===== config.mk =====
export PLATFORM = sky130hd
export DESIGN_NAME = reg_file_mp
export DESIGN_NICKNAME = d
export VERILOG_FILES = /design/src/rtl/reg_file_mp.sv
export SDC_FILE = /design/constraint.sdc
export NUM_CORES = 1
export LEC_CHECK = 0
export BUFFER_PORTS_ARGS = -buffer_cell sky130_fd_sc_hd__buf_4
export CAP_MARGIN = 25
export CELL_PAD_IN_SITES_DETAIL_PLACEMENT = 1
export CELL_PAD_IN_SITES_GLOBAL_PLACEMENT = 2
export CORE_ASPECT_RATIO = 1.25
export CORE_MARGIN = 2
export CORE_UTILIZATION = 50
export DETAILED_ROUTE_END_ITERATION = 10
export PLACE_DENSITY_LB_ADDON = 0.25
export SYNTH_ARGS = -nofsm -noshare
export SYNTH_HDL_FRONTEND = slang
export SYNTH_SLANG_ARGS = --single-unit

===== constraint.sdc =====
create_clock -name clk -period 5.1 [get_ports clk]
set_input_delay 0 -clock clk [delete_from_list [all_inputs] [get_ports clk]]
set_output_delay 0 -clock clk [all_outputs]
set_load 0.005 [all_outputs]

===== src/rtl/reg_file_mp.sv =====
// Multi-read-port register file: registered reads, write-first bypass, optional zero register and a
// post-reset clear sweep. Defining RF_SCOREBOARD_EN adds a per-register busy scoreboard (iss_en/iss_addr/rbusy).
module reg_file_mp #(
  parameter int DW       = 32,
  parameter int DEPTH    = 32,
  parameter int AW       = 5,
  parameter int NREAD    = 2,
  parameter bit ZERO_REG = 1'b1
) (
  input  logic                clk,
  input  logic                rst,
  input  logic [NREAD*AW-1:0] raddr,
  output logic [NREAD*DW-1:0] rdata,
  input  logic                wr_en,
  input  logic [AW-1:0]       wr_addr,
  input  logic [DW-1:0]       wr_data,
`ifdef RF_SCOREBOARD_EN
  input  logic                iss_en,
  input  logic [AW-1:0]       iss_addr,
  output logic [NREAD-1:0]    rbusy,
`endif
  output logic                ready
);

  localparam logic [0:0]    ST_CLEAR = 1'b0;
  localparam logic [0:0]    ST_RUN   = 1'b1;
  localparam logic [AW-1:0] LAST_IDX = AW'(DEPTH - 1);

  logic [0:0]    state_reg, state_next;
  logic [AW-1:0] clr_cnt_reg, clr_cnt_next;
  logic          ready_reg, ready_next;

  logic [DW-1:0] mem [DEPTH];
  logic          mem_we;
  logic [AW-1:0] mem_waddr;
  logic [DW-1:0] mem_wdata;

  logic          run;
  logic          wr_ok;

  function automatic logic addr_in_range(input logic [AW-1:0] a);
    return (int'(a) < DEPTH);
  endfunction

  // An address that can hold data: in range and not the hardwired zero register.
  function automatic logic addr_live(input logic [AW-1:0] a);
    return addr_in_range(a) && !(ZERO_REG && (a == '0));
  endfunction

  assign run   = (state_reg == ST_RUN);
  assign wr_ok = run && wr_en && addr_live(wr_addr);
  assign ready = ready_reg;

  always_comb begin
    state_next   = state_reg;
    clr_cnt_next = clr_cnt_reg;
    ready_next   = ready_reg;
    mem_we       = 1'b0;
    mem_waddr    = wr_addr;
    mem_wdata    = wr_data;
    case (state_reg)
      ST_CLEAR: begin
        mem_we       = 1'b1;
        mem_waddr    = clr_cnt_reg;
        mem_wdata    = '0;
        clr_cnt_next = clr_cnt_reg + 1'b1;
        if (clr_cnt_reg == LAST_IDX) begin
          state_next = ST_RUN;
          ready_next = 1'b1;
        end
      end
      default: begin
        mem_we = wr_ok;
      end
    endcase
  end

  always_ff @(posedge clk) begin
    if (rst) begin
      state_reg   <= ST_CLEAR;
      clr_cnt_reg <= '0;
      ready_reg   <= 1'b0;
    end else begin
      state_reg   <= state_next;
      clr_cnt_reg <= clr_cnt_next;
      ready_reg   <= ready_next;
    end
  end

  // Storage is never reset directly so it can map onto block RAM; the sweep zeroes it instead.
  always_ff @(posedge clk) begin
    if (mem_we && !rst) begin
      mem[mem_waddr] <= mem_wdata;
    end
  end

`ifdef RF_SCOREBOARD_EN
  logic [DEPTH-1:0] busy_reg, busy_next;
  logic             iss_ok;

  assign iss_ok = run && iss_en && addr_live(iss_addr);

  // Clear before set so a same-edge issue to the written register keeps it busy.
  always_comb begin
    busy_next = busy_reg;
    if (!run) begin
      busy_next = '0;
    end else begin
      if (wr_ok) busy_next[wr_addr] = 1'b0;
      if (iss_ok) busy_next[iss_addr] = 1'b1;
    end
  end

  always_ff @(posedge clk) begin
    if (rst) begin
      busy_reg <= '0;
    end else begin
      busy_reg <= busy_next;
    end
  end
`endif

  generate
    for (genvar gi = 0; gi < NREAD; gi++) begin : g_rd
      logic [AW-1:0] ra;
      logic [DW-1:0] rd_reg, rd_next;

      assign ra = raddr[gi*AW +: AW];

      always_comb begin
        rd_next = '0;
        if (run && addr_live(ra)) begin
          rd_next = (wr_en && (wr_addr == ra)) ? wr_data : mem[ra];
        end
      end

      always_ff @(posedge clk) begin
        if (rst) begin
          rd_reg <= '0;
        end else begin
          rd_reg <= rd_next;
        end
      end

      assign rdata[gi*DW +: DW] = rd_reg;

`ifdef RF_SCOREBOARD_EN
      logic rb_reg;

      always_ff @(posedge clk) begin
        if (rst) begin
          rb_reg <= 1'b0;
        end else begin
          rb_reg <= (run && addr_in_range(ra)) ? busy_next[ra] : 1'b0;
        end
      end

      assign rbusy[gi] = rb_reg;
`endif
    end
  endgenerate

endmodule


Yosys cells after proc, flatten, opt, wreduce, memory -nomap -nowiden

Memory sizes are Yosys's and may differ from the RTL's. A register that Yosys moved wholly into a read port is not among the register bits.
Index checks and enable logic that the tools add are counted.

RAM bits: 1,024
Bits of input ports: 50
Word-level logic and storage cells: 31
Memories kept: 1
Latch bits: 0
Bits in read-only memories: 0
Register bits after elaboration: 7

$mul: 0
Reduce and logical (&&, ||, !) cells: 15
Bitwise logic cells: 3
Shift operators: 0
Eq/ne operators: 1
Muxes and demuxes: 7
Magnitude comparators: 0
Add/sub/neg operators: 1
Divide/modulo/power cells: 0

Memory list:

| memory | words | width | rd ports | clocked after memory_dff | wr ports | RTL line | RTL |
|---|---|---|---|---|---|---|---|
| mem    | 32    | 32    | 2        | 2                        | 1        | 33       | `logic [DW-1:0] mem [DEPTH];` |

Operators with widths:

| kind                | count |
|---|---|
| $mux 32             | 1 |
| $logic_not 5->1     | 3 |
| $add 5x1->5 const B | 1 |
| $eq 5x5->1 const B  | 1 |
| $logic_and 1x1->1   | 5 |
| $mux 1              | 5 |
| $mux 5              | 1 |
| $logic_not 1->1     | 4 |
| $reduce_or 2->1     | 2 |
| $not 1->1           | 3 |
| $reduce_and 2->1    | 1 |

Logic depth before layout (Yosys ltp)

Gate-level depths: netlist of run 1.

Depth after elaboration: 7
Depth in mapped cells: 10
Depth with buffers taken out: 5

Least setup slack after synthesis of run 1

OpenSTA, ideal clock, no wires.

Kind: register to register
From: register state_reg (netlist: run)
To: memory mem[3][0], enable pin
Cell stages (with the launch flop): 6
Period minus slack after synthesis: 3.108 ns
Path slack: 1.992 ns
Library setup time: 0.421 ns
Arrival: 2.687 ns
Path buffers: 2
Path through: dfxtp_1 buf_6 mux2i_1 or3b_2 clkbuf_1 nor2_1

Cells in the longest elaborated chain, start to end: 6

RTL lines:

| item                           | RTL line | RTL |
|---|---|---|
| start: declaration             | 29       | `logic [0:0] state_reg, state_next;` |
| start signal: assignment       | 84       | `state_reg <= state_next;` |
| $logic_and 1x1->1 (2 in a row) | 51       | `assign wr_ok = run && wr_en && addr_live(wr_addr);` |
| $mux 1                         | 61       | `case (state_reg)` |
| $logic_and 1x1->1              | 92       | `if (mem_we && !rst) begin` |
| $mux 1                         | 92       |  |
| $mux 1 (not written as such)   | 93       | `mem[mem_waddr] <= mem_wdata;` |
| end: declaration               | 33       |  |

Parallel ways exist; a longest one is shown, timed or not.

Worst setup path after layout of run 1

From: register state_reg (netlist: run)
To: register g_rd[0].rd_reg[27], read port of mem

Cells in the longest elaborated chain, start to end: 3

RTL lines:

| item                             | RTL line | RTL |
|---|---|---|
| $logic_and 1x1->1                | 132      | `if (run && addr_live(ra)) begin` |
| $not 1->1 (no source line)       | --       |  |
| $reduce_or 2->1 (no source line) | --       |  |
| end: declaration                 | 126      | `logic [DW-1:0] rd_reg, rd_next;` |

No other way between the ends.
A chain may end at the register's enable or synchronous reset.

==> run metrics, run 1 <==
CTS resizes 0; TritonCTS clock tree built; status completed; clock latency on the worst-skew pair approximately 0.70 ns; RSZ-0062 raised after global routing no; drt pass-1 iters 6; Post-synth ARST share 0%; gpl congestion around 0.93; initial antenna violation count 2; Max clock buf depth 3; layout cells sized above 1 26.3%; final setup violating endpoints 0; Die X between 200 and 300 um; worst-path cell chain mux2i_4 -> xnor2_1 -> a2111oi_0 -> and3_2 -> a22o_1; leak pwr about 19 nW; drt drc 0; Post-synth EDFFs between 1000 and 1500; Max Slew Vio Count 0; Post-Synthesis Cells around 2800; antenna-violating nets left 0; Initial Utilization roughly half; worst-margin pin slew 1.25 ns; first-pass GRT wire length approximately 250000 um; Yosys warning count 0; grt ovf 0; final period utilization around 70%; Worst-path clk slew approximately 0.070 ns; WL final between 150000 and 200000 um; CP max FO 32; CP arrival between 4 and 5 ns; Setup Skew 0.0218 ns; DR iter-0 viols just under 4000; buffers and inverters on the worst path 0; Setup TNS 0 ns; worst path required time ~5.7 ns; most used flip-flop cell after synthesis edfxtp_1; Worst Setup End Kind flop; Inserted Clock Buffers roughly 110; top cell type's share of synthesized area between 60 and 70%; Root Buffer clkbuf_16; hold slack 0.126 ns; maxcap violations 0; largest net degree at the start of global routing 84; # rows 128; post-synthesis sequential element count 1095; VDD IR-drop max ~290 uV; Ports roughly 120; Vias/cell around 7.1; largest delay contributor family on the critical path compound AO/OA/AOI/OAI gates; Seq/Total Area, Yosys around two thirds; Core ar. 97700 um^2; max reg flops 1024; Die Y ~360 um; Max Clock Freq around 280 MHz; Worst setup SP type flop; Avg WL per Cell slightly above 40 um; post-route minimum period 3.56 ns; vias in the first global route about 32000; crit path max-delay cell type and3_2; Syn Nets between 2000 and 3000; Synth Cell Area between 40000 and 50000 um^2; Hold Vio Cnt, Final 0; setup ws final approximately 1.5 ns; power per cell area approximately 340 nW/um^2; clock sink count 1095; Slew Limit Headroom approximately 16%; Layout Nets around 3000; Avg Cell Area, Syn between 15 and 20 um^2; CTS H-tree depth 3; post-synth top area cell edfxtp_1; Layout area overhead 14.8%; crit-path max cell delay 1.00 ns; Detailed Place HPWL ~120000 um; Hold Path Class input port to flop; Total Routing Usage GR 35.4%; port buffer count between 100 and 150; Die Footprint between 100000 and 150000 um^2; Crit Path Category flop to flop; Unique masters post-synth 53; vias 31100; Synth area leaders edfxtp_1 (62%), mux4_2 (15%), mux2i_1 (7.5%), dfxtp_1 (2.9%), a22oi_1 (2.2%); pre-CTS setup slack about 1.6 ns
==> cell usage after synthesis (34+ instances only) <==
master / n
nand2_1: 63
buf_1: 37
a22oi_1: 144
dfxtp_1: 71
a221oi_1: 42
inv_1: 34
mux4_2: 329
buf_2: 65
clkbuf_1: 119
edfxtp_1: 1024
a22o_1: 67
o22ai_1: 99
nor2_1: 49
nand3_1: 45
mux2i_1: 369
==> logic make-up after synthesis <==
| family | after synthesis | share of synthesized area (%) |
|---|---|---|
| buffers and inverters | 263 | 2.26 |
| muxes | 707 | 22.8 |
| and+or+nand+nor | 217 | 2.14 |
| AOI/OAI and AO/OA | 487 | 7.32 |
| xor gates and xnor gates | 13 | 0.231 |
| DFF | 1095 | 65.2 |
| adders and majority gates | 2 | 0.0507 |
==> report_power, final <==
part	switching, mW	internal [mW]
clock	3.46	4.49
sequential	0.0295	9.74
combinational	0.907	0.554
==> worst paths after layout <==
check / from / endpoint / slack, ns / depth (start not counted)
setup / recovery: run / g_rd[0].rd_reg[27] / 1.54 / 5
hold / removal: raddr[9] / g_rd[1].rd_reg[18] / 0.13 / 4
setup reg to reg: run / g_rd[0].rd_reg[27] / 1.54 / 5
hold reg to reg: ready / ready / 0.57 / 2
==> per-layer routing <==
metal  global-route usage [%]  vias to the layer above  wire length (um)
li1                         -                    12100                 -
met1                     42.4                    16500             61000
met2                     58.3                     1915             87500
met3                     5.33                      486             14600
met4                     26.8                        0             16300
met5                        0                        -                 0
==> final cells by class <==
cell class	instances	area (um^2)
Tap cell	1300	1630
Multi-Input combinational cell	1426	16400
Clock inverter	54	538
Clock buffer	147	2910
Sequential cell	1095	32200
Fill cell	8549	41100
Inverter	34	128
Antenna cell	9	22.5
Timing Repair Buffer	294	2850
==> through the flow <==
step | instance area, um^2 | instances | power, mW | utilization (%)
floorplan | 49300 | 2784 | 10.8 | -
global placement | 52300 | 4092 | 11.3 | 53.5
detailed placement | 52500 | 4103 | 11.4 | 53.7
CTS | 56300 | 4337 | 19.2 | 57.6
global route | 56600 | 4356 | 19.6 | 57.9
finish | 56600 | 4359 | 19.2 | 58.0
==> cell usage in the layout (no fill, tap or decap), drive strengths merged, types with 4 or more instances in the layout <==
master / netlist / routed
diode: 0 / 9
a22oi: 144 / 144
nor2b: 8 / 8
nand3: 45 / 45
a21o: 13 / 13
or4: 11 / 11
edfxtp: 1024 / 1024
mux4: 329 / 329
or3b: 5 / 5
or2: 4 / 4
xor2: 4 / 4
a22o: 67 / 67
clkinv: 0 / 37
xnor2: 9 / 9
a21oi: 6 / 6
o21ai: 23 / 23
a211oi: 27 / 27
nand3b: 5 / 5
buf: 110 / 260
a31oi: 23 / 23
nand2: 63 / 63
mux2i: 373 / 373
o32ai: 5 / 5
clkbuf: 119 / 148
mux2: 5 / 5
dfxtp: 71 / 71
bufinv: 0 / 10
o22ai: 99 / 99
dlygate4sd3: 0 / 33
inv: 34 / 38
a21boi: 4 / 4
o221ai: 19 / 19
a211o: 6 / 6
nand4: 12 / 12
a221oi: 42 / 42
nor2: 49 / 49
or3: 4 / 4
==> worst min-delay path, delay by kind of cell <==
family / cells / cell delay (ns)
buffers and inverters: 1 / 0.26
AO/OA/AOI/OAI: 3 / 0.47
==> what timing repair did <==
action | 4_1_cts | 5_1_grt
hold buffers | 33 | 0
buffers inserted | 0 | 0
endpoints found under the hold margin | 186 | 0
Power figures use the tool's default switching activity.
==> run 2: changes to the inputs <==
--- a/config.mk
+++ b/config.mk
@@ -11,7 +11,7 @@
 export CELL_PAD_IN_SITES_GLOBAL_PLACEMENT = 2
 export CORE_ASPECT_RATIO = 1.25
 export CORE_MARGIN = 2
-export CORE_UTILIZATION = 50
+export CORE_UTILIZATION = 44
 export DETAILED_ROUTE_END_ITERATION = 10
 export PLACE_DENSITY_LB_ADDON = 0.25
 export SYNTH_ARGS = -nofsm -noshare
==> constraint.sdc (replaced) <==
create_clock -name clk -period 3.06 [get_ports clk]
set_input_delay 0 -clock clk [delete_from_list [all_inputs] [get_ports clk]]
set_output_delay 0 -clock clk [all_outputs]
set_load 0.005 [all_outputs]
==> run 2 against run 1 <==
Effect of this change: critical endpoint is now mem[15][15]; total power grew 72%; cell count grew 5.3%; via count grew 1.3%; clock skew grew 0.00094 ns; die area grew 13%; count of clock-buffer cells in the layout is the same; combinational power grew 68%; register-to-register slack lost 1.4 ns; wire length grew 1.3%; final area grew 2.4%.
==> run metrics, run 2 (same netlist as run 1, synthesis figures left out) <==
Inserted Clock Buffers 110; Worst-path clk slew about 0.060 ns; Worst R2R End mem[15][15]; Die Footprint approximately 110000 um^2; Design Power 32.9 mW; final period utilization between 90% and 100%; Fill cells 10100; CTS H-tree depth 3; Root Buffer clkbuf_16; power per cell area approximately 570 nW/um^2; sequential cell area approximately 32000 um^2; Worst setup endpoint mem[15][15]; Worst Setup SP run; TritonCTS clock tree built; clock sink count ~1100; worst path required time 3.47 ns; Max Clock Freq between 300 and 400 MHz; maxcap violations 0; Layout area overhead 17.5%; largest net degree at the start of global routing between 60 and 70; r2r startpoint run; Hold Path Class input port to flop; most frequent cells in the layout edfxtp_1 (1024), mux2i_1 (369), mux4_2 (329), buf_4 (260), a22oi_1 (144); worst-margin pin slew about 1.1 ns; Layout Nets about 3100; leak pwr roughly 19 nW; Crit Path Category flop to flop; Vias/cell a little under 7; gpl congestion ~0.88; post-route minimum period a little under 3 ns; Total Routing Usage GR roughly a third; Core ar. 111000 um^2; Setup TNS 0 ns; Die X 303 um; RSZ-0062 raised after global routing no; antenna-violating nets left 0; CP arrival around 3.3 ns; drt pass-1 iters 5; # rows ~140; worst reg2reg setup slack 0.14 ns; setup ws final between 0.1 and 0.15 ns; WL final around 180000 um; multi-input logic area ~16000 um^2; DR iter-0 viols roughly 4000; first-pass GRT wire length 254000 um; initial antenna violation count 1; layout cells sized above 1 28.7%; worst hold stages 5; max reg flops about 1000; clock latency on the worst-skew pair approximately 0.73 ns; Worst Reg2Reg Path Length in Cells 5; drt drc 0; Slew Limit Headroom between 20% and 30%; Max clock buf depth 3; status completed; Post-CTS Setup Bufs 0; Avg WL per Cell between 30 and 40 um; vias 31400; Hold Vio Cnt, Final 0; vias in the first global route 33100; Detailed Place HPWL between 100000 and 150000 um; final setup violating endpoints 0; Initial Utilization 44.3%; pre-CTS setup slack 0.204 ns; port buffer count 114; Setup Skew between 0.02 and 0.025 ns; commonest non-fill, non-tap cell in the layout edfxtp_1; Ports around 120; Die Y about 380 um; Worst Setup End Kind flop; Worst setup SP type flop; hold slack roughly 0.091 ns; CP max FO 19; grt ovf 0; Max Slew Vio Count 0; VDD IR-drop max 438 uV
==> run 2: worst max-delay path, stage by stage (launching register included) <==
cell and delay [ns]:
dfxtp_2 0.33, buf_4 0.19, a21oi_1 0.28, or3b_2 0.72, nor2_4 0.74, buf_12 0.31
==> run 2: area by class of cell <==
| class | instances | share of cell area [%] |
|---|---|---|
| tap | 1459 | 3.15 |
| inverter | 34 | 0.220 |
| clock buffer | 147 | 5.28 |
| sequential | 1095 | 55.5 |
| clock inverter | 62 | 1.22 |
| antenna | 3 | 0.0129 |
| multi-input combinational | 1426 | 28.2 |
| timing repair buffer | 365 | 6.40 |
==> run 2: per-stage QoR <==
step	utilization, %	cells	cell area [um^2]
finish	52.0	4591	58000
global route	52.0	4588	58000
CTS	52.0	4586	57900
detailed placement	48.3	4344	53800
global placement	48.3	4341	53800
floorplan	-	2784	49300
==> run 2: metal layers <==
layer | wire length (um) | global-route usage (%) | vias to the layer above | share of wire, %
met5 | 0 | 0 | - | 0
met4 | 8960 | 14.5 | 0 | 4.9
met3 | 16200 | 5.61 | 404 | 8.9
met2 | 88600 | 52.1 | 1902 | 49
met1 | 67800 | 41.3 | 16900 | 37
li1 | - | - | 12300 | -
==> run 2: what timing repair did <==
item | 4_1_cts | 5_1_grt
endpoints found under the hold margin | 483 | 0
hold buffers | 33 | 0
resized for setup | 0 | 0
==> run 2: power by group <==
| part | internal [mW] | switching (mW) | total [mW] | leakage, nW |
|---|---|---|---|---|
| Combinational | 1.01 | 1.45 | 2.46 | 8.09 |
| Sequential | 16.2 | 0.0512 | 16.3 | 9.51 |
| Clock | 8.15 | 6.03 | 14.2 | 1.83 |
==> run 2: worst min path at each step <==
stage	start	endpoint	slack, ns
global route	raddr[2]	g_rd[0].rd_reg[31]	0.1
detailed placement	wr_data[6]	g_rd[1].rd_reg[6]	0.29
global placement	wr_data[4]	g_rd[1].rd_reg[4]	0.28
finish	raddr[2]	g_rd[0].rd_reg[31]	0.09
floorplan	wr_data[26]	g_rd[1].rd_reg[26]	0.17
CTS	raddr[2]	g_rd[0].rd_reg[31]	0.04
